`config.mk`:
```
export PLATFORM = sky130hd
export DESIGN_NAME = xadac_rsp_tracker
export DESIGN_NICKNAME = d
export VERILOG_FILES = /design/src/rtl/xadac_rsp_tracker.sv
export SDC_FILE = /design/constraint.sdc
export NUM_CORES = 1
export LEC_CHECK = 0
export ABC_AREA = 1
export CAP_MARGIN = 15
export CORE_ASPECT_RATIO = 0.75
export CORE_MARGIN = 1
export CORE_UTILIZATION = 46
export CTS_BUF_LIST = sky130_fd_sc_hd__clkbuf_16
export CTS_CLUSTER_SIZE = 28
export DETAILED_ROUTE_END_ITERATION = 6
export PLACE_DENSITY = 0.74
export SLEW_MARGIN = 20
export SYNTH_ARGS = -nofsm -noshare
export SYNTH_HDL_FRONTEND = slang
export SYNTH_SLANG_ARGS = --single-unit
```
`constraint.sdc`:
```
create_clock -name clk -period 1.91 [get_ports clk]
set_clock_uncertainty 0.05 [all_clocks]
set_input_delay 0.573 -clock clk [delete_from_list [all_inputs] [get_ports clk]]
set_output_delay 0.573 -clock clk [all_outputs]
set_load 0.01 [all_outputs]
```
`src/rtl/xadac_rsp_tracker.sv`:
```
// xadac_rsp_tracker: credit-gated request pass-through with an in-order response FIFO.
// A transaction holds a credit from request accept until its response is handed to the initiator.
// Each credit therefore also reserves a FIFO slot, and the FIFO cannot overflow.
module xadac_rsp_tracker #(
    parameter type         ReqT           = logic,
    parameter type         RspT           = logic,
    parameter int unsigned MaxOutstanding = 4
) (
    input  logic clk,
    input  logic rstn,
    input  ReqT  slv_req_data,
    input  logic slv_req_valid,
    output logic slv_req_ready,
    output ReqT  mst_req_data,
    output logic mst_req_valid,
    input  logic mst_req_ready,
    input  RspT  mst_rsp_data,
    input  logic mst_rsp_valid,
    output logic mst_rsp_ready,
    output RspT  slv_rsp_data,
    output logic slv_rsp_valid,
    input  logic slv_rsp_ready,
    output logic idle,
    output logic rsp_unexpected
);
    localparam int CW = $clog2(MaxOutstanding + 1);
    localparam int PW = (MaxOutstanding > 1) ? $clog2(MaxOutstanding) : 1;

    logic [CW-1:0] r_cnt;
    logic [CW-1:0] r_fill;
    logic [PW-1:0] r_wr;
    logic [PW-1:0] r_rd;
    RspT           r_mem [MaxOutstanding];
    logic          r_unexp;

    logic w_credit;
    logic w_fire;
    logic w_push;
    logic w_pop;
    logic w_empty;

    function automatic logic [PW-1:0] f_inc(input logic [PW-1:0] p);
        return (p == PW'(MaxOutstanding - 1)) ? '0 : p + PW'(1);
    endfunction

    // Credit uses only the registered count, so a pop never frees a slot in the same cycle.
    assign w_credit       = r_cnt < CW'(MaxOutstanding);
    assign slv_req_ready  = rstn & mst_req_ready & w_credit;
    assign mst_req_valid  = rstn & slv_req_valid & w_credit;
    assign mst_req_data   = slv_req_data;
    assign w_fire         = slv_req_valid & slv_req_ready;
    // Responses are always sunk; those arriving with nothing outstanding are dropped.
    assign mst_rsp_ready  = 1'b1;
    assign w_push         = mst_rsp_valid & (r_cnt != '0);
    assign w_empty        = r_fill == '0;
    assign slv_rsp_valid  = !w_empty;
    assign w_pop          = slv_rsp_valid & slv_rsp_ready;
    assign slv_rsp_data   = w_empty ? '0 : r_mem[r_rd];
    assign idle           = r_cnt == '0;
    assign rsp_unexpected = r_unexp;

    // Outstanding-transaction count and the dropped-response flag.
    always_ff @(posedge clk or negedge rstn) begin
        if (!rstn) begin
            r_cnt   <= '0;
            r_unexp <= 1'b0;
        end else begin
            r_cnt   <= r_cnt + CW'(w_fire) - CW'(w_pop);
            r_unexp <= mst_rsp_valid & (r_cnt == '0);
        end
    end

    // Circular response buffer; a written beat is visible the cycle after the write.
    always_ff @(posedge clk or negedge rstn) begin
        if (!rstn) begin
            r_fill <= '0;
            r_wr   <= '0;
            r_rd   <= '0;
            for (int i = 0; i < int'(MaxOutstanding); i++) r_mem[i] <= '0;
        end else begin
            r_fill <= r_fill + CW'(w_push) - CW'(w_pop);
            if (w_push) begin
                r_mem[r_wr] <= mst_rsp_data;
                r_wr        <= f_inc(r_wr);
            end
            if (w_pop) r_rd <= f_inc(r_rd);
        end
    end
endmodule

```
**After elaboration in Yosys (flattened, before gate mapping)**

Cells that the tools add are included.
W data, S select, Z words.

- Register bits: 15
- Input bits: 8
- Output and inout port bits: 8

- Add/sub/neg operators: 6
- Order comparisons: 4
- Equal/unequal tests: 2
- Multiplexer cells: 9
- Bitwise operators: 10
- Reduce and logical (&&, ||, !) cells: 5

Operator list:

| operator | count |
|---|---|
| $and A1 B1 Y1 | 8 |
| $add A3 B1 Y3 | 2 |
| $ge A3 B3 Y1 const B | 2 |
| $logic_not A3 Y1 | 2 |
| $not A2 Y3 | 2 |
| $sub A3 B1 Y3 | 2 |
| $add A2 B1 Y2 const B | 2 |
| $bwmux W4 | 1 |
| $eq A2 B2 Y1 const B | 2 |
| $mux W1 | 4 |
| $mux W2 | 2 |
| $lt A3 B1 Y1 const B | 1 |
| $lt A3 B3 Y1 const B | 1 |
| $reduce_bool A3 Y1 | 1 |
| $bmux W1 S2 | 1 |
| $demux W1 S2 | 1 |
| $logic_and A1 B1 Y1 | 1 |
| $logic_not A1 Y1 | 1 |

**Logic depth before layout (Yosys ltp)**

- Depth after elaboration: 6
- Gate-level depth with buffers: 12
- Gate-level depth less buffers: 12

**Least setup slack after synthesis**

OpenSTA, ideal clock, no wires.

- Path kind: input to register
- Start point: in rstn
- End point: reg r_cnt[2]
- Setup time: 0.117 ns
- Arrival: 1.820 ns
- Slack: -0.076 ns
- Cell stages on the path: 10
- Buffers on the path: 0
- Cell sequence: nand2_1 > nor2_1 > nand3_1 > nand2_1 > ha_1 > inv_1 > fa_1 > xor2_1 > nor2_1 > nor2_1

- Longest elaborated chain between the ends: 5

Ends and longest elaborated chain:

| element | line | source |
|---|---|---|
| start: declaration | 10 | `input logic rstn,` |
| $and A1 B1 Y1 (2 in a row) | 48 | `assign slv_req_ready = rstn & mst_req_ready & w_credit;` |
| via slv_req_ready | 13 | `output logic slv_req_ready,` |
| $and A1 B1 Y1 | 51 | `assign w_fire = slv_req_valid & slv_req_ready;` |
| $add A3 B1 Y3 | 68 | `r_cnt <= r_cnt + CW'(w_fire) - CW'(w_pop);` |
| $sub A3 B1 Y3 | 68 |  |
| end signal: assignment | 68 |  |
| end: declaration | 29 | `logic [CW-1:0] r_cnt;` |

The timed path passes the listed nets, and every way through them passes these cells.
A chain may end at the register's enable or synchronous reset.

**Final worst setup path**

- Start point: reg r_fill[0]
- End point: reg r_fill[2]

- Longest elaborated chain between the ends: 4
- Elaborated cells on any way between the ends: 5
- Classes of those cells: 2 x add/sub; 1 x bitwise; 2 x reduce/logical

Ends and longest elaborated chain:

| element | line | source |
|---|---|---|
| start: declaration | 30 | `logic [CW-1:0] r_fill;` |
| start signal: assignment | 81 | `r_fill <= r_fill + CW'(w_push) - CW'(w_pop);` |
| parallel branches: the longest is 3 deep, another holds $add A3 B1 Y3 | - |  |
| $sub A3 B1 Y3 (*) | 81 |  |

Mark *: on every way between the ends.

==> out/metrics.cfg <==
[floorplan]
fp.dieW_um = 54.16
rows = 13
coreArea_um2 = 1822
die_height_um = 41.12
dieArea_um2 = 2227
start_util_pct = 51.51
top_level_ports = 16

[synth]
ys.flop_type = dfrtp_1
async_flop_share_pct = 100.0
synth_top_area_share_pct = 40.00
synth_top_area_cell = dfrtp_1
synth_nets = 129
synth_area_um2 = 938.4
ys_ff_latch = 15
synth-warning-count = 0
synth_common_cells = nand2_1, inv_1, dfrtp_1
syn_inst = 112
synth.area.top_cells = dfrtp_1, nand2_1, ha_1
yosysMostFrequentCell = nand2_1
synth-edff-count = 0
avgSynthCellArea_um2 = 8.379
synth_cell_types = 23
synth_seq_area_share_pct = 40.00

[clock_network]
clockBufferDepth = 2
cts_hold_buf = 0
clk_latency_ns = 0.25
clkSlewWorstSetupHoldPaths_ns = 0.05
cts_tree = done
ctsRootBufferMaster = clkbuf_16
cts-htree-levels = 1
cts.sinks = 15
cts_made_buffers = 3

[route]
routed_via_density = 4.775
wire_per_inst_um = 12.24
drt_pre_antenna_iters = 4
dr.first_iter.drc_count = 15
vias = 764
ant_nets = 0
drc_errors = 0
drt-total-wl_mm = 1.958

[final_layout]
drive_gt1_share_pct = 30.43
design_area_um2 = 1256
final_nets = 156
finalNonFillerCells = 160
num_antenna_cells = 0
syn2layout_area_growth_pct = 33.87

[timing]
rsz0062_at_grt = true
hold_viol = 0
slew_violations = 0
setup_violations = 0
max_freq_mhz = 530.1
finalCritPeriodShare_pct = 98.76
fin_crit_ns = 1.886

[global_routing]
grt-ovfl-total = 0
track_usage_pct = 22.44
antenna_found_initial = 0
grt_pass1_wl_mm = 3.256
grt_max_degree = 16
grt_pass1_vias = 770

[placement]
placed_cell_area_um2 = 1144
portBuffers = 12
dp_hpwl_mm = 1.357
gp_congestion = 0.7200
dpl.cell_count = 152

[pwr]
peakVddDrop_mv = 1.162
clockPowerShare_pct = 19.7
p_int_mw = 1.273
powerDensity_nw_per_um2 = 1647
seq_power_share_pct = 28.5
switching_power_mw = 0.7957
combPwrFrac_pct = 51.8
power.share.switching_pct = 38.46
leakage_nw = 0.6905

[setup_path]
cp_max_fo = 4
crit_path_end_kind = register
crit_buf_inv = 2
r2r-end = r_fill[2]$_DFF_PN0_
path_depth = 12
r2r_slack_ns = 0.02
r2r-start = r_fill[0]$_DFF_PN0_
slowest_stage = dfrtp_1
reg2reg_depth = 12
crit_arrival_ns = 1.98
critPathRequiredTime_ns = 2.00
cpMostUsedCell = nand2_1
start_kind = register
path_cells = nor2_2 -> nand2_2 -> nand2_4 -> inv_4 -> nand2_2 -> nand2_1 -> ha_2 -> fa_2 -> xnor2_2 -> inv_1 -> nand2_1 -> nand2_1
cp_top_family = adder cells
cpPeakStageDelay_ns = 0.39
crit_type = register to register

[status]
status = finished, final reports clean

[flow_run]
max_cap_violations = 0

[hold_path]
hold_path.class = input port to async pin

## flip-flops by register name, summed over array words and instances, names as in the netlist
| name | count |
|---|---|
| rsp_unexpected | 1 |
| r_cnt | 3 |
| r_fill | 3 |
| r_rd | 2 |
| r_mem | 4 |
| r_wr | 2 |
## cell usage in the layout, fill, tap and decap left out, types with 3 or more instances in the layout
cell type	n
nand3_1	3
nand3_2	4
dfrtp_1	15
nor2_2	4
inv_1	20
buf_4	14
nand2_1	28
nand4_1	4
nor2_1	4
clkbuf_16	3
nand2_2	4
ha_1	5
dlygate4sd2_1	6
## metal layers
layer / global-route usage (%) / share of wire (%)
met1: 21.83 / 40
met2: 44.82 / 55
met3: 7.778 / 4.2
met4: 7.692 / 0.61
met5: 0 / 0
## how the worst max path moves through the flow
stage | startpoint | end | slack, ns
6_report | r_fill[0]$_DFF_PN0_ | r_fill[2]$_DFF_PN0_ | 0.02
5_1_grt | r_fill[0]$_DFF_PN0_ | r_fill[2]$_DFF_PN0_ | -0.04
4_1_cts | r_fill[1]$_DFF_PN0_ | r_fill[2]$_DFF_PN0_ | 0.002
3_5_place_dp | rstn | mst_req_valid | -0.54
3_3_place_gp | rstn | mst_req_valid | -0.53
2_1_floorplan | mst_rsp_valid | r_fill[2]$_DFF_PN0_ | 0.004
## logic make-up after synthesis
group | after synthesis | synth area share (%)
fa+ha+maj | 9 | 13.60
compound gates | 3 | 1.598
other cells | 1 | 0.3996
xor+xnor | 3 | 2.801
flops | 15 | 40.00
buf+inv | 26 | 12.80
simple gates | 55 | 28.80
## final cells by class
class                   instances  area, um^2
flip-flops and latches         15       375.4
inverters                      22       85.08
clock inverters                 1       3.754
well taps                      22       27.53
repair buffers                 26       214.0
fillers                       148       565.5
multi-input cells              71       475.5
clock buffers                   3       75.07
## power groups by stage
stage | logic [mW] | registers, mW | clock network [mW]
after floorplan | 0.663 | 0.588 | 0
after global placement | 0.936 | 0.582 | 0
after detailed placement | 1.01 | 0.592 | 0
after CTS | 1.01 | 0.594 | 0.416
after global routing | 1.21 | 0.612 | 0.426
final | 1.07 | 0.590 | 0.407
## per-stage QoR
step           setup WS [ns]  util, %  total power, mW  hold slack [ns]  TNS (ns)
6_report             0.02366    68.96            2.069           0.2416         0
5_1_grt             -0.04285    68.96            2.252           0.2641  -0.06300
4_1_cts             0.002225    67.72            2.021           0.3563         0
3_5_place_dp         -0.5380    62.77            1.598           0.4073    -2.732
3_3_place_gp         -0.5260    62.77            1.518           0.4018    -2.495
2_1_floorplan       0.003645        -            1.251           0.2274         0
## what timing repair did
item | in CTS | in global routing
gates resized for setup | 20 | 4
endpoints found under the hold margin | 0 | 0
endpoints found under the setup margin | 9 | 2
pin swaps | 9 | 11
setup buffers | 1 | 3
(Power assumes the default switching activity.)
